`src/rtl/flowstate_tx_update_wb_pkg.sv`:
```
// Shared definitions for the flowstate tx update/write-back stage:
// bus widths, flowstate field positions and match_sel encodings.
package flowstate_tx_update_wb_pkg;

  localparam int PKT_METADATA_WIDTH = 274;
  localparam int FLOWSTATE_WIDTH    = 33;
  localparam int ADDR_WIDTH         = 10;
  localparam int PKT_PROPERTY_NO    = 246;

  localparam int FS_VALID_BIT  = 32;
  localparam int PSN_WIDTH     = 32;
  localparam int DAT_TAG_INDEX = 0;
  localparam int HIST_DEPTH    = 3;

  typedef enum logic [1:0] {
    SEL_MAT   = 2'd0,
    SEL_HIST0 = 2'd1,
    SEL_HIST1 = 2'd2,
    SEL_HIST2 = 2'd3
  } match_sel_e;

  function automatic logic [FLOWSTATE_WIDTH-1:0] fs_pack(input logic [PSN_WIDTH-1:0] psn);
    return {1'b1, psn};
  endfunction

endpackage

```
`src/rtl/flowstate_tx_update_wb_if.sv`:
```
// Handshake bundle between the address controller, this stage, the flowstate
// table write port and the downstream consumer.
interface flowstate_tx_update_wb_if;
  import flowstate_tx_update_wb_pkg::*;

  logic [PKT_METADATA_WIDTH-1:0] s_pkt_metadata_info;
  logic [1:0]                    s_pkt_metadata_match_sel;
  logic                          s_pkt_metadata_mat_hit;
  logic [FLOWSTATE_WIDTH-1:0]    s_pkt_metadata_mat_value;
  logic [ADDR_WIDTH-1:0]         s_pkt_metadata_mat_addr;
  logic                          s_pkt_metadata_valid;
  logic                          s_pkt_metadata_ready;

  logic                          m_flowstate_wr_en;
  logic [ADDR_WIDTH-1:0]         m_flowstate_wr_addr;
  logic [FLOWSTATE_WIDTH-1:0]    m_flowstate_wr_data;

  logic [PKT_METADATA_WIDTH-1:0] m_pkt_metadata_info;
  logic [PSN_WIDTH-1:0]          m_pkt_metadata_psn;
  logic                          m_pkt_metadata_psn_valid;
  logic                          m_pkt_metadata_valid;
  logic                          m_pkt_metadata_ready;

  modport slave (
    input  s_pkt_metadata_info, s_pkt_metadata_match_sel, s_pkt_metadata_mat_hit,
           s_pkt_metadata_mat_value, s_pkt_metadata_mat_addr, s_pkt_metadata_valid,
           m_pkt_metadata_ready,
    output s_pkt_metadata_ready, m_flowstate_wr_en, m_flowstate_wr_addr,
           m_flowstate_wr_data, m_pkt_metadata_info, m_pkt_metadata_psn,
           m_pkt_metadata_psn_valid, m_pkt_metadata_valid
  );

  modport master (
    output s_pkt_metadata_info, s_pkt_metadata_match_sel, s_pkt_metadata_mat_hit,
           s_pkt_metadata_mat_value, s_pkt_metadata_mat_addr, s_pkt_metadata_valid,
           m_pkt_metadata_ready,
    input  s_pkt_metadata_ready, m_flowstate_wr_en, m_flowstate_wr_addr,
           m_flowstate_wr_data, m_pkt_metadata_info, m_pkt_metadata_psn,
           m_pkt_metadata_psn_valid, m_pkt_metadata_valid
  );

endinterface

```
`src/rtl/flowstate_tx_update_wb_history.sv`:
```
// 3-entry write history (entry 0 newest) with a combinational select port,
// used to forward freshly written flowstate ahead of the table RAM.
module flowstate_wb_history
  import flowstate_tx_update_wb_pkg::*;
(
  input  logic                 clk,
  input  logic                 rst,
  input  logic                 push,
  input  logic                 push_valid,
  input  logic [PSN_WIDTH-1:0] push_psn,
  input  match_sel_e           sel,
  output logic                 sel_valid,
  output logic [PSN_WIDTH-1:0] sel_psn
);

  logic [HIST_DEPTH-1:0] hist_vld;
  logic [PSN_WIDTH-1:0]  hist_psn [HIST_DEPTH];

  always_ff @(posedge clk) begin
    if (rst) begin
      hist_vld <= '0;
    end else if (push) begin
      hist_vld <= {hist_vld[HIST_DEPTH-2:0], push_valid};
    end
  end

  // Payload needs no reset: it is only ever consumed behind its valid bit.
  always_ff @(posedge clk) begin
    if (push) begin
      hist_psn[0] <= push_psn;
      hist_psn[1] <= hist_psn[0];
      hist_psn[2] <= hist_psn[1];
    end
  end

  always_comb begin
    sel_valid = 1'b0;
    sel_psn   = hist_psn[0];
    case (sel)
      SEL_HIST0: begin sel_valid = hist_vld[0]; sel_psn = hist_psn[0]; end
      SEL_HIST1: begin sel_valid = hist_vld[1]; sel_psn = hist_psn[1]; end
      SEL_HIST2: begin sel_valid = hist_vld[2]; sel_psn = hist_psn[2]; end
      default:   begin sel_valid = 1'b0;        sel_psn = hist_psn[0]; end
    endcase
  end

endmodule

```
`src/rtl/flowstate_tx_update_wb.sv`:
```
// Flowstate write-back stage: assigns PSN, writes incremented flowstate back,
// forwards from own history. Optional counters under FLOWSTATE_WB_STATS_EN.
module flowstate_tx_update_wb
  import flowstate_tx_update_wb_pkg::*;
(
  input  logic clk,
  input  logic rst,
  flowstate_tx_update_wb_if.slave bus
`ifdef FLOWSTATE_WB_STATS_EN
  ,
  output logic [31:0] stat_wr_cnt,
  output logic [31:0] stat_fwd_cnt,
  output logic [31:0] stat_fwd_err_cnt
`endif
);

  logic                          accept;
  logic                          do_write;
  logic                          use_fwd;
  logic                          fwd_valid;
  logic [PSN_WIDTH-1:0]          fwd_psn;
  logic [PSN_WIDTH-1:0]          old_psn;
  logic [PSN_WIDTH-1:0]          new_psn;
  match_sel_e                    sel;
  logic                          unused_mat_flow_valid;

  logic                          m_valid_q;
  logic                          wr_en_q;
  logic [ADDR_WIDTH-1:0]         wr_addr_q;
  logic [FLOWSTATE_WIDTH-1:0]    wr_data_q;
  logic [PSN_WIDTH-1:0]          psn_q;
  logic                          psn_valid_q;
  logic [PKT_METADATA_WIDTH-1:0] info_q;

  assign sel      = match_sel_e'(bus.s_pkt_metadata_match_sel);
  assign bus.s_pkt_metadata_ready = ~m_valid_q | bus.m_pkt_metadata_ready;
  assign accept   = bus.s_pkt_metadata_valid & bus.s_pkt_metadata_ready;
  assign do_write = bus.s_pkt_metadata_mat_hit &
                    bus.s_pkt_metadata_info[PKT_PROPERTY_NO + DAT_TAG_INDEX];

  // Invalid history entry falls back to the table value.
  assign use_fwd  = (sel != SEL_MAT) & fwd_valid;
  assign old_psn  = use_fwd ? fwd_psn : bus.s_pkt_metadata_mat_value[PSN_WIDTH-1:0];
  assign new_psn  = old_psn + 32'd1;
  assign unused_mat_flow_valid = bus.s_pkt_metadata_mat_value[FS_VALID_BIT];

  flowstate_wb_history u_history (
    .clk        (clk),
    .rst        (rst),
    .push       (accept),
    .push_valid (do_write),
    .push_psn   (new_psn),
    .sel        (sel),
    .sel_valid  (fwd_valid),
    .sel_psn    (fwd_psn)
  );

  always_ff @(posedge clk) begin
    if (rst) begin
      m_valid_q   <= 1'b0;
      wr_en_q     <= 1'b0;
      wr_addr_q   <= '0;
      wr_data_q   <= '0;
      psn_q       <= '0;
      psn_valid_q <= 1'b0;
    end else begin
      wr_en_q <= accept & do_write;
      if (accept & do_write) begin
        wr_addr_q <= bus.s_pkt_metadata_mat_addr;
        wr_data_q <= fs_pack(new_psn);
      end
      if (accept) begin
        m_valid_q   <= 1'b1;
        psn_q       <= old_psn;
        psn_valid_q <= do_write;
      end else if (bus.m_pkt_metadata_ready) begin
        m_valid_q <= 1'b0;
      end
    end
  end

  always_ff @(posedge clk) begin
    if (accept) info_q <= bus.s_pkt_metadata_info;
  end

  assign bus.m_flowstate_wr_en        = wr_en_q;
  assign bus.m_flowstate_wr_addr      = wr_addr_q;
  assign bus.m_flowstate_wr_data      = wr_data_q;
  assign bus.m_pkt_metadata_info      = info_q;
  assign bus.m_pkt_metadata_psn       = psn_q;
  assign bus.m_pkt_metadata_psn_valid = psn_valid_q;
  assign bus.m_pkt_metadata_valid     = m_valid_q;

`ifdef FLOWSTATE_WB_STATS_EN
  always_ff @(posedge clk) begin
    if (rst) begin
      stat_wr_cnt      <= '0;
      stat_fwd_cnt     <= '0;
      stat_fwd_err_cnt <= '0;
    end else begin
      if (accept & do_write & (stat_wr_cnt != '1))
        stat_wr_cnt <= stat_wr_cnt + 32'd1;
      if (accept & use_fwd & (stat_fwd_cnt != '1))
        stat_fwd_cnt <= stat_fwd_cnt + 32'd1;
      if (accept & (sel != SEL_MAT) & ~fwd_valid & (stat_fwd_err_cnt != '1))
        stat_fwd_err_cnt <= stat_fwd_err_cnt + 32'd1;
    end
  end
`endif

endmodule

```
`src/flat_wrapper.sv`:
```
// flat-port wrapper written by rule: the top's interface ports become plain ports
module flowstate_tx_update_wb_flat import flowstate_tx_update_wb_pkg::*;
  (clk, rst, bus_s_pkt_metadata_info, bus_s_pkt_metadata_match_sel, bus_s_pkt_metadata_mat_hit, bus_s_pkt_metadata_mat_value, bus_s_pkt_metadata_mat_addr, bus_s_pkt_metadata_valid, bus_m_pkt_metadata_ready, bus_s_pkt_metadata_ready, bus_m_flowstate_wr_en, bus_m_flowstate_wr_addr, bus_m_flowstate_wr_data, bus_m_pkt_metadata_info, bus_m_pkt_metadata_psn, bus_m_pkt_metadata_psn_valid, bus_m_pkt_metadata_valid);
  flowstate_tx_update_wb_if bus_i ();
  input  logic clk;
  input  logic rst;
  input wire logic [$bits(bus_i.s_pkt_metadata_info)-1:0] bus_s_pkt_metadata_info;
  input wire logic [$bits(bus_i.s_pkt_metadata_match_sel)-1:0] bus_s_pkt_metadata_match_sel;
  input wire logic [$bits(bus_i.s_pkt_metadata_mat_hit)-1:0] bus_s_pkt_metadata_mat_hit;
  input wire logic [$bits(bus_i.s_pkt_metadata_mat_value)-1:0] bus_s_pkt_metadata_mat_value;
  input wire logic [$bits(bus_i.s_pkt_metadata_mat_addr)-1:0] bus_s_pkt_metadata_mat_addr;
  input wire logic [$bits(bus_i.s_pkt_metadata_valid)-1:0] bus_s_pkt_metadata_valid;
  input wire logic [$bits(bus_i.m_pkt_metadata_ready)-1:0] bus_m_pkt_metadata_ready;
  output wire logic [$bits(bus_i.s_pkt_metadata_ready)-1:0] bus_s_pkt_metadata_ready;
  output wire logic [$bits(bus_i.m_flowstate_wr_en)-1:0] bus_m_flowstate_wr_en;
  output wire logic [$bits(bus_i.m_flowstate_wr_addr)-1:0] bus_m_flowstate_wr_addr;
  output wire logic [$bits(bus_i.m_flowstate_wr_data)-1:0] bus_m_flowstate_wr_data;
  output wire logic [$bits(bus_i.m_pkt_metadata_info)-1:0] bus_m_pkt_metadata_info;
  output wire logic [$bits(bus_i.m_pkt_metadata_psn)-1:0] bus_m_pkt_metadata_psn;
  output wire logic [$bits(bus_i.m_pkt_metadata_psn_valid)-1:0] bus_m_pkt_metadata_psn_valid;
  output wire logic [$bits(bus_i.m_pkt_metadata_valid)-1:0] bus_m_pkt_metadata_valid;
  assign bus_i.s_pkt_metadata_info = bus_s_pkt_metadata_info;
  assign bus_i.s_pkt_metadata_match_sel = bus_s_pkt_metadata_match_sel;
  assign bus_i.s_pkt_metadata_mat_hit = bus_s_pkt_metadata_mat_hit;
  assign bus_i.s_pkt_metadata_mat_value = bus_s_pkt_metadata_mat_value;
  assign bus_i.s_pkt_metadata_mat_addr = bus_s_pkt_metadata_mat_addr;
  assign bus_i.s_pkt_metadata_valid = bus_s_pkt_metadata_valid;
  assign bus_i.m_pkt_metadata_ready = bus_m_pkt_metadata_ready;
  assign bus_s_pkt_metadata_ready = bus_i.s_pkt_metadata_ready;
  assign bus_m_flowstate_wr_en = bus_i.m_flowstate_wr_en;
  assign bus_m_flowstate_wr_addr = bus_i.m_flowstate_wr_addr;
  assign bus_m_flowstate_wr_data = bus_i.m_flowstate_wr_data;
  assign bus_m_pkt_metadata_info = bus_i.m_pkt_metadata_info;
  assign bus_m_pkt_metadata_psn = bus_i.m_pkt_metadata_psn;
  assign bus_m_pkt_metadata_psn_valid = bus_i.m_pkt_metadata_psn_valid;
  assign bus_m_pkt_metadata_valid = bus_i.m_pkt_metadata_valid;
  flowstate_tx_update_wb u_core (.clk(clk), .rst(rst), .bus(bus_i));
endmodule
```
`config.mk`:
```
export PLATFORM = sky130hd
export DESIGN_NAME = flowstate_tx_update_wb_flat
export DESIGN_NICKNAME = d
export VERILOG_FILES = /design/src/rtl/flowstate_tx_update_wb_pkg.sv /design/src/rtl/flowstate_tx_update_wb_if.sv /design/src/rtl/flowstate_tx_update_wb_history.sv /design/src/rtl/flowstate_tx_update_wb.sv /design/src/flat_wrapper.sv
export SDC_FILE = /design/constraint.sdc
export NUM_CORES = 1
export LEC_CHECK = 0
export ABC_AREA = 0
export CAP_MARGIN = 20
export CORE_AREA = 2 2 263 265
export CTS_CLUSTER_DIAMETER = 150
export DETAILED_ROUTE_END_ITERATION = 8
export DIE_AREA = 0 0 265 267
export DONT_BUFFER_PORTS = 1
export GPL_TIMING_DRIVEN = 0
export SYNTH_ARGS = -nofsm -noshare
export SYNTH_HDL_FRONTEND = slang
export SYNTH_SLANG_ARGS = --single-unit
```
`constraint.sdc`:
```
create_clock -name clk -period 45.2 [get_ports clk]
set_input_delay 13.56 -clock clk [delete_from_list [all_inputs] [get_ports clk]]
set_output_delay 13.56 -clock clk [all_outputs]
set_load 0.01 [all_outputs]
```
==> flow_summary.toml, run 1 <==
[routing]
wl_met2_um = 37520
avgRoutedWirePerCell_um = 36.69
via_count = 9499
wirelength_met1_um = 24060
ant_nets = 0
routed.top_layer = "met5"
met3RoutedLength_um = 8916
drc = 0
viasPerCell = 4.781
drtPass1Iterations = 5
drtIter0Drc = 892
wl_um = 72910

[logic_synthesis]
synth_cell_types = 46
syn_nets = 1318
async_flop_share_pct = 0
synth_mux_area_share_pct = 4.126
synth_compound_area_share_pct = 5.652
synth_seq_cells = 450
syn_avg_cell_area_um2 = 16.10
synthAdderAreaFrac_pct = 0.07828
syn_area_mm2 = 0.01598
yosysSeqAreaShare_pct = 79.54
ys_warn_count = 0
synth_simple_gate_area_share_pct = 7.453
synth-edff-count = 370
synthFlopType = "edfxtp_1"
synth_top_family_by_area = "simple AND/OR/NAND/NOR gates"
synthCells = 993
synth_xor_area_share_pct = 1.589

[worst_setup_path]
endpoint_kind = "output port"
worstSetupEndpoint = "bus_s_pkt_metadata_ready"
start_kind = "primary input"
crit_buf_inv = 0
worstPathCellList = "nand2b_1"
cp.required_ns = 31.64
path_class = "in -> out"
reg2reg_from = "u_core.u_history.hist_vld[0]"
cp_max_fo = 3
r2r_end = "u_core.u_history.hist_psn[0][24]"
crit_family = "simple AND/OR/NAND/NOR gates"
cp.depth = 1
crit_arrival_ns = 13.75
cp-startpoint = "bus_m_pkt_metadata_ready"
slowest_stage = "nand2b_1"
r2r_cells = 18
r2r_setup_slack_ns = 40.02
slowest_delay_ns = 0.19

[sta]
clock.fmax_mhz = 36.62
min_period_ns = 27.31
slew_violations = 0
slew-limit-headroom_pct = 28.32
fin_setup_tns_ns = 0
fin_crit_sh_pct = 60.42
rsz0062_at_grt = "false"
tightestPinTransition_ns = 1.075
hold_viol_final = 0
fin_hold_ws_ns = 0.4202
setup_viol = 0
skew_ns = 0.03832

[placement]
hpwl_um = 60890
numPlacedInstances = 1880
gp_congestion = 0.9645
io_buffers = 0

[hold_path]
hp-class = "reg -> reg"

[global_route]
grt_pass1_vias = 9008
grt_usage_pct = 19.72
grt_pass1_wl_um = 91730
grt_max_degree = 74
grt.overflow.total = 0
antenna_found_initial = 91

[finish]
final_cell_mix = "edfxtp_1 (370), nor2_1 (94), dfxtp_1 (80)"
regArea_mm2 = 0.01271
multi_input_area_mm2 = 0.003020
area_growth_pct = 18.58
fillers = 6830
layout-drive-gt1-share_pct = 9.899
fin_cells = 1987
final_common_cell = "edfxtp_1"
final_nets = 1376

[die]
die_area_mm2 = 0.07076
io_pins = 677
core_area_mm2 = 0.06799
placementRows = 96
die_w_um = 265
initial_core_util_pct = 23.51
die_h_um = 267

[clock_network]
cts_tree = "yes"
postCtsSetupRepairBufs = 0
cts-buffers-inserted = 51
path_clk_slew_ns = 0.06
cts-root-buf = "clkbuf_16"
cts_hold_buf = 0
htree_levels = 2
cts_resized = 0
clk_latency_ns = 0.62
clock_path_buffers = 3
cts_sinks = 450

[outcome]
status = "finished clean"

[run]
cap_viol_max_count = 0

[power_and_ir_drop]
peakVddDrop_mv = 0.02936
cellPowerDensity_mw_per_mm2 = 50.95
power_leakage_nw = 6.205
==> sequential cells by signal, indices dropped and copies added (netlist names) <==
register / flops
u_core.bus.m_pkt_metadata_info: 274
u_core.bus.m_flowstate_wr_data: 33
u_core.u_history.hist_psn: 96
u_core.u_history.hist_vld: 3
u_core.bus.m_pkt_metadata_valid: 1
u_core.bus.m_flowstate_wr_en: 1
u_core.bus.m_pkt_metadata_psn: 32
u_core.bus.m_flowstate_wr_addr: 10
==> per-layer routing <==
layer	GRT usage (%)	up-vias
met4	6.077	16
met1	20.17	4691
met5	0	-
met2	35.48	679
li1	-	3898
met3	9.374	215
==> through the flow <==
stage	setup WS, ns	power, W	cell area [µm²]	util [%]
2_1_floorplan	17.90	0.0005374	15980	-
3_3_place_gp	15.66	0.0005632	17090	25.13
3_5_place_dp	17.89	0.0005538	17230	25.34
4_1_cts	17.89	0.0009740	18920	27.83
5_1_grt	17.88	0.0009922	18940	27.85
6_report	17.89	0.0009656	18950	27.88
==> layout make-up <==
class,instances,share of cell area [%]
Clock inverter,34,1.624
Buffer,50,1.261
Tap cell,882,5.823
Inverter,4,0.07922
Clock buffer,59,7.295
Multi-Input combinational cell,489,15.94
Antenna cell,14,0.1848
Timing Repair Buffer,5,0.7262
Sequential cell,450,67.07
==> cells by family after synthesis <==
| group | count (synthesis) |
|---|---|
| AOI/OAI and AO/OA | 140 |
| xor gates and xnor gates | 29 |
| and+or+nand+nor | 254 |
| buffers and inverters | 54 |
| DFF | 450 |
| muxes | 65 |
| adders and majority gates | 1 |
==> worst min path at each step <==
| stage | slack, ns | start | depth (start not counted) | endpoint |
|---|---|---|---|---|
| finish | 0.42 | u_core.u_history.hist_psn[0][46] | 0 | u_core.u_history.hist_psn[0][78] |
| global route | 0.42 | u_core.u_history.hist_psn[0][46] | 0 | u_core.u_history.hist_psn[0][78] |
| CTS | 0.42 | u_core.u_history.hist_psn[0][46] | 0 | u_core.u_history.hist_psn[0][78] |
| detailed placement | 0.43 | u_core.u_history.hist_psn[0][59] | 0 | u_core.u_history.hist_psn[0][91] |
| global placement | 0.43 | u_core.u_history.hist_psn[0][52] | 0 | u_core.u_history.hist_psn[0][84] |
| floorplan | 0.43 | u_core.u_history.hist_psn[0][32] | 0 | u_core.u_history.hist_psn[0][64] |
==> Yosys cell counts, drive strengths merged (4+ instances only) <==
cell | count | share of area (%)
nand3 | 19 | 0.59
xnor2 | 21 | 1.2
clkbuf | 33 | 0.78
a21oi | 57 | 1.8
edfxtp | 370 | 70
nand2b | 5 | 0.20
a21o | 6 | 0.28
a31oi | 8 | 0.31
o311ai | 5 | 0.27
o21ai | 5 | 0.16
a211oi | 42 | 2.0
xor2 | 8 | 0.44
nand2 | 69 | 1.6
nor4 | 5 | 0.20
nor2 | 94 | 2.2
buf | 17 | 0.70
or4 | 4 | 0.23
nor3 | 12 | 0.38
o211ai | 6 | 0.28
nand4 | 5 | 0.20
nand3b | 16 | 0.75
mux2i | 64 | 4.0
inv | 4 | 0.094
dfxtp | 80 | 10
or3 | 7 | 0.27
nor3b | 7 | 0.33
==> where the power goes <==
| group | switching (W) | internal, W |
|---|---|---|
| Sequential | 0.0000273 | 0.000478 |
| Clock | 0.000182 | 0.000239 |
| Combinational | 0.0000280 | 0.0000110 |
| Total | 0.000238 | 0.000728 |
Power figures use the tool's default switching activity.
==> run 2, diff against run 1 <==
Settings changed: CORE_AREA 2 2 263 265 to 2 2 267 269, DIE_AREA 0 0 265 267 to 0 0 269 271.
Clock period 45.2 ns to 23 ns, I/O delays scaled along.
==> flow_summary.toml, run 2 (synthesized netlist as in run 1, its figures left out) <==
[routing]
via_count = 9507
wl_um = 75750
avgRoutedWirePerCell_um = 37.09
drtIter0Drc = 878
viasPerCell = 4.656
drtPass1Iterations = 7
ant_nets = 0
drc = 0

[die]
placementRows = 97
core_area_mm2 = 0.06979
die_area_mm2 = 0.07290
die_w_um = 269
die_h_um = 271
io_pins = 677
initial_core_util_pct = 22.90

[clock_network]
cts_tree = "yes"
cts-buffers-inserted = 50
cts_hold_buf = 0
path_clk_slew_ns = 0.07
clock_path_buffers = 3
cts-root-buf = "clkbuf_16"
cts_resized = 0
htree_levels = 2
cts_sinks = 450
postCtsSetupRepairBufs = 0
clk_latency_ns = 0.59

[global_route]
antenna_found_initial = 97
grt.overflow.total = 0
grt_pass1_wl_um = 94760
grt_usage_pct = 20.00
grt_max_degree = 76
grt_pass1_vias = 9075

[run]
cap_viol_max_count = 0

[sta]
setup_viol = 0
slew_violations = 0
tightestPinTransition_ns = 0.9749
skew_ns = 0.02567
clock.fmax_mhz = 71.48
slew-limit-headroom_pct = 35.01
min_period_ns = 13.99
rsz0062_at_grt = "false"
hold_viol_final = 0
fin_crit_sh_pct = 60.83

[outcome]
status = "finished clean"

[worst_setup_path]
cp_max_fo = 3
cp.required_ns = 16.10
endpoint_kind = "output port"
crit_family = "simple AND/OR/NAND/NOR gates"
slowest_stage = "nand2b_1"
r2r_setup_slack_ns = 17.73
worstPathCellList = "nand2b_1"
start_kind = "primary input"
crit_buf_inv = 0
path_class = "in -> out"
r2r_end = "u_core.u_history.hist_psn[0][20]"
slowest_delay_ns = 0.19
crit_arrival_ns = 7.09
reg2reg_from = "u_core.u_history.hist_vld[0]"
r2r_cells = 18

[power_and_ir_drop]
power_leakage_nw = 6.171
cellPowerDensity_mw_per_mm2 = 97.85
peakVddDrop_mv = 0.04944
total_power_w = 0.001854

[placement]
hpwl_um = 63300
gp_congestion = 0.9057
io_buffers = 0

[hold_path]
hp-class = "reg -> reg"
worstHoldPathCells = 0
hold_start = "u_core.u_history.hist_psn[0][11]"
hold_path_end = "u_core.u_history.hist_psn[0][43]"

[finish]
area_growth_pct = 18.58
final_nets = 1376
layout-drive-gt1-share_pct = 9.660
fin_util_pct = 27.16
largest_reg_flops = 274
final_cell_mix = "edfxtp_1 (370), nor2_1 (94), dfxtp_1 (80)"
fillers = 7065
final_common_cell = "edfxtp_1"
## run 2: worst max path at each step
stage,from,cells after the start,to
final,bus_m_pkt_metadata_ready,1,bus_s_pkt_metadata_ready
after global routing,bus_m_pkt_metadata_ready,1,bus_s_pkt_metadata_ready
after CTS,bus_m_pkt_metadata_ready,1,bus_s_pkt_metadata_ready
after detailed placement,bus_m_pkt_metadata_ready,1,bus_s_pkt_metadata_ready
after global placement,bus_m_pkt_metadata_ready,5,u_core.bus.m_pkt_metadata_psn[26]
after floorplan,bus_m_pkt_metadata_ready,5,u_core.bus.m_pkt_metadata_psn[22]
## run 2: final cells by class
class / instances / area [µm²] / share of cell area [%]
inverter: 4 / 15.01 / 0.07922
antenna: 15 / 37.54 / 0.1981
clock inverter: 24 / 188.9 / 0.9969
buffer: 50 / 239.0 / 1.261
sequential: 450 / 12710 / 67.08
clock buffer: 64 / 1398 / 7.374
multi-input combinational: 489 / 3020 / 15.94
tap: 940 / 1176 / 6.206
timing repair buffer: 6 / 165.2 / 0.8715
## run 2: per-stage QoR
step           setup slack (ns)  setup TNS (ns)  cells  area [µm²]  hold slack [ns]
3_3_place_gp           -0.06718        -0.08537   1933       17160           0.4276
2_1_floorplan             4.538               0    993       15980           0.4257
5_1_grt                   8.996               0   2033       18930           0.4391
4_1_cts                   9.008               0   2027       18910           0.4302
6_report                  9.009               0   2042       18950           0.4368
3_5_place_dp              9.008               0   1939       17330           0.4324
## run 2: power by group
group | switching (W) | leakage (nW) | internal [W]
clock network | 0.000341 | 0.786 | 0.000443
registers | 0.0000522 | 4.24 | 0.000940
logic | 0.0000559 | 1.15 | 0.0000223
## run 2: metal layers
layer,part of all wire (%),track usage [%],wire length (µm),up-vias
met3,16,12.36,12330,215
met1,31,20.21,23830,4617
met2,49,34.47,37480,751
met4,2.5,4.912,1915,30
met5,0.26,0,196,-
li1,-,-,-,3894
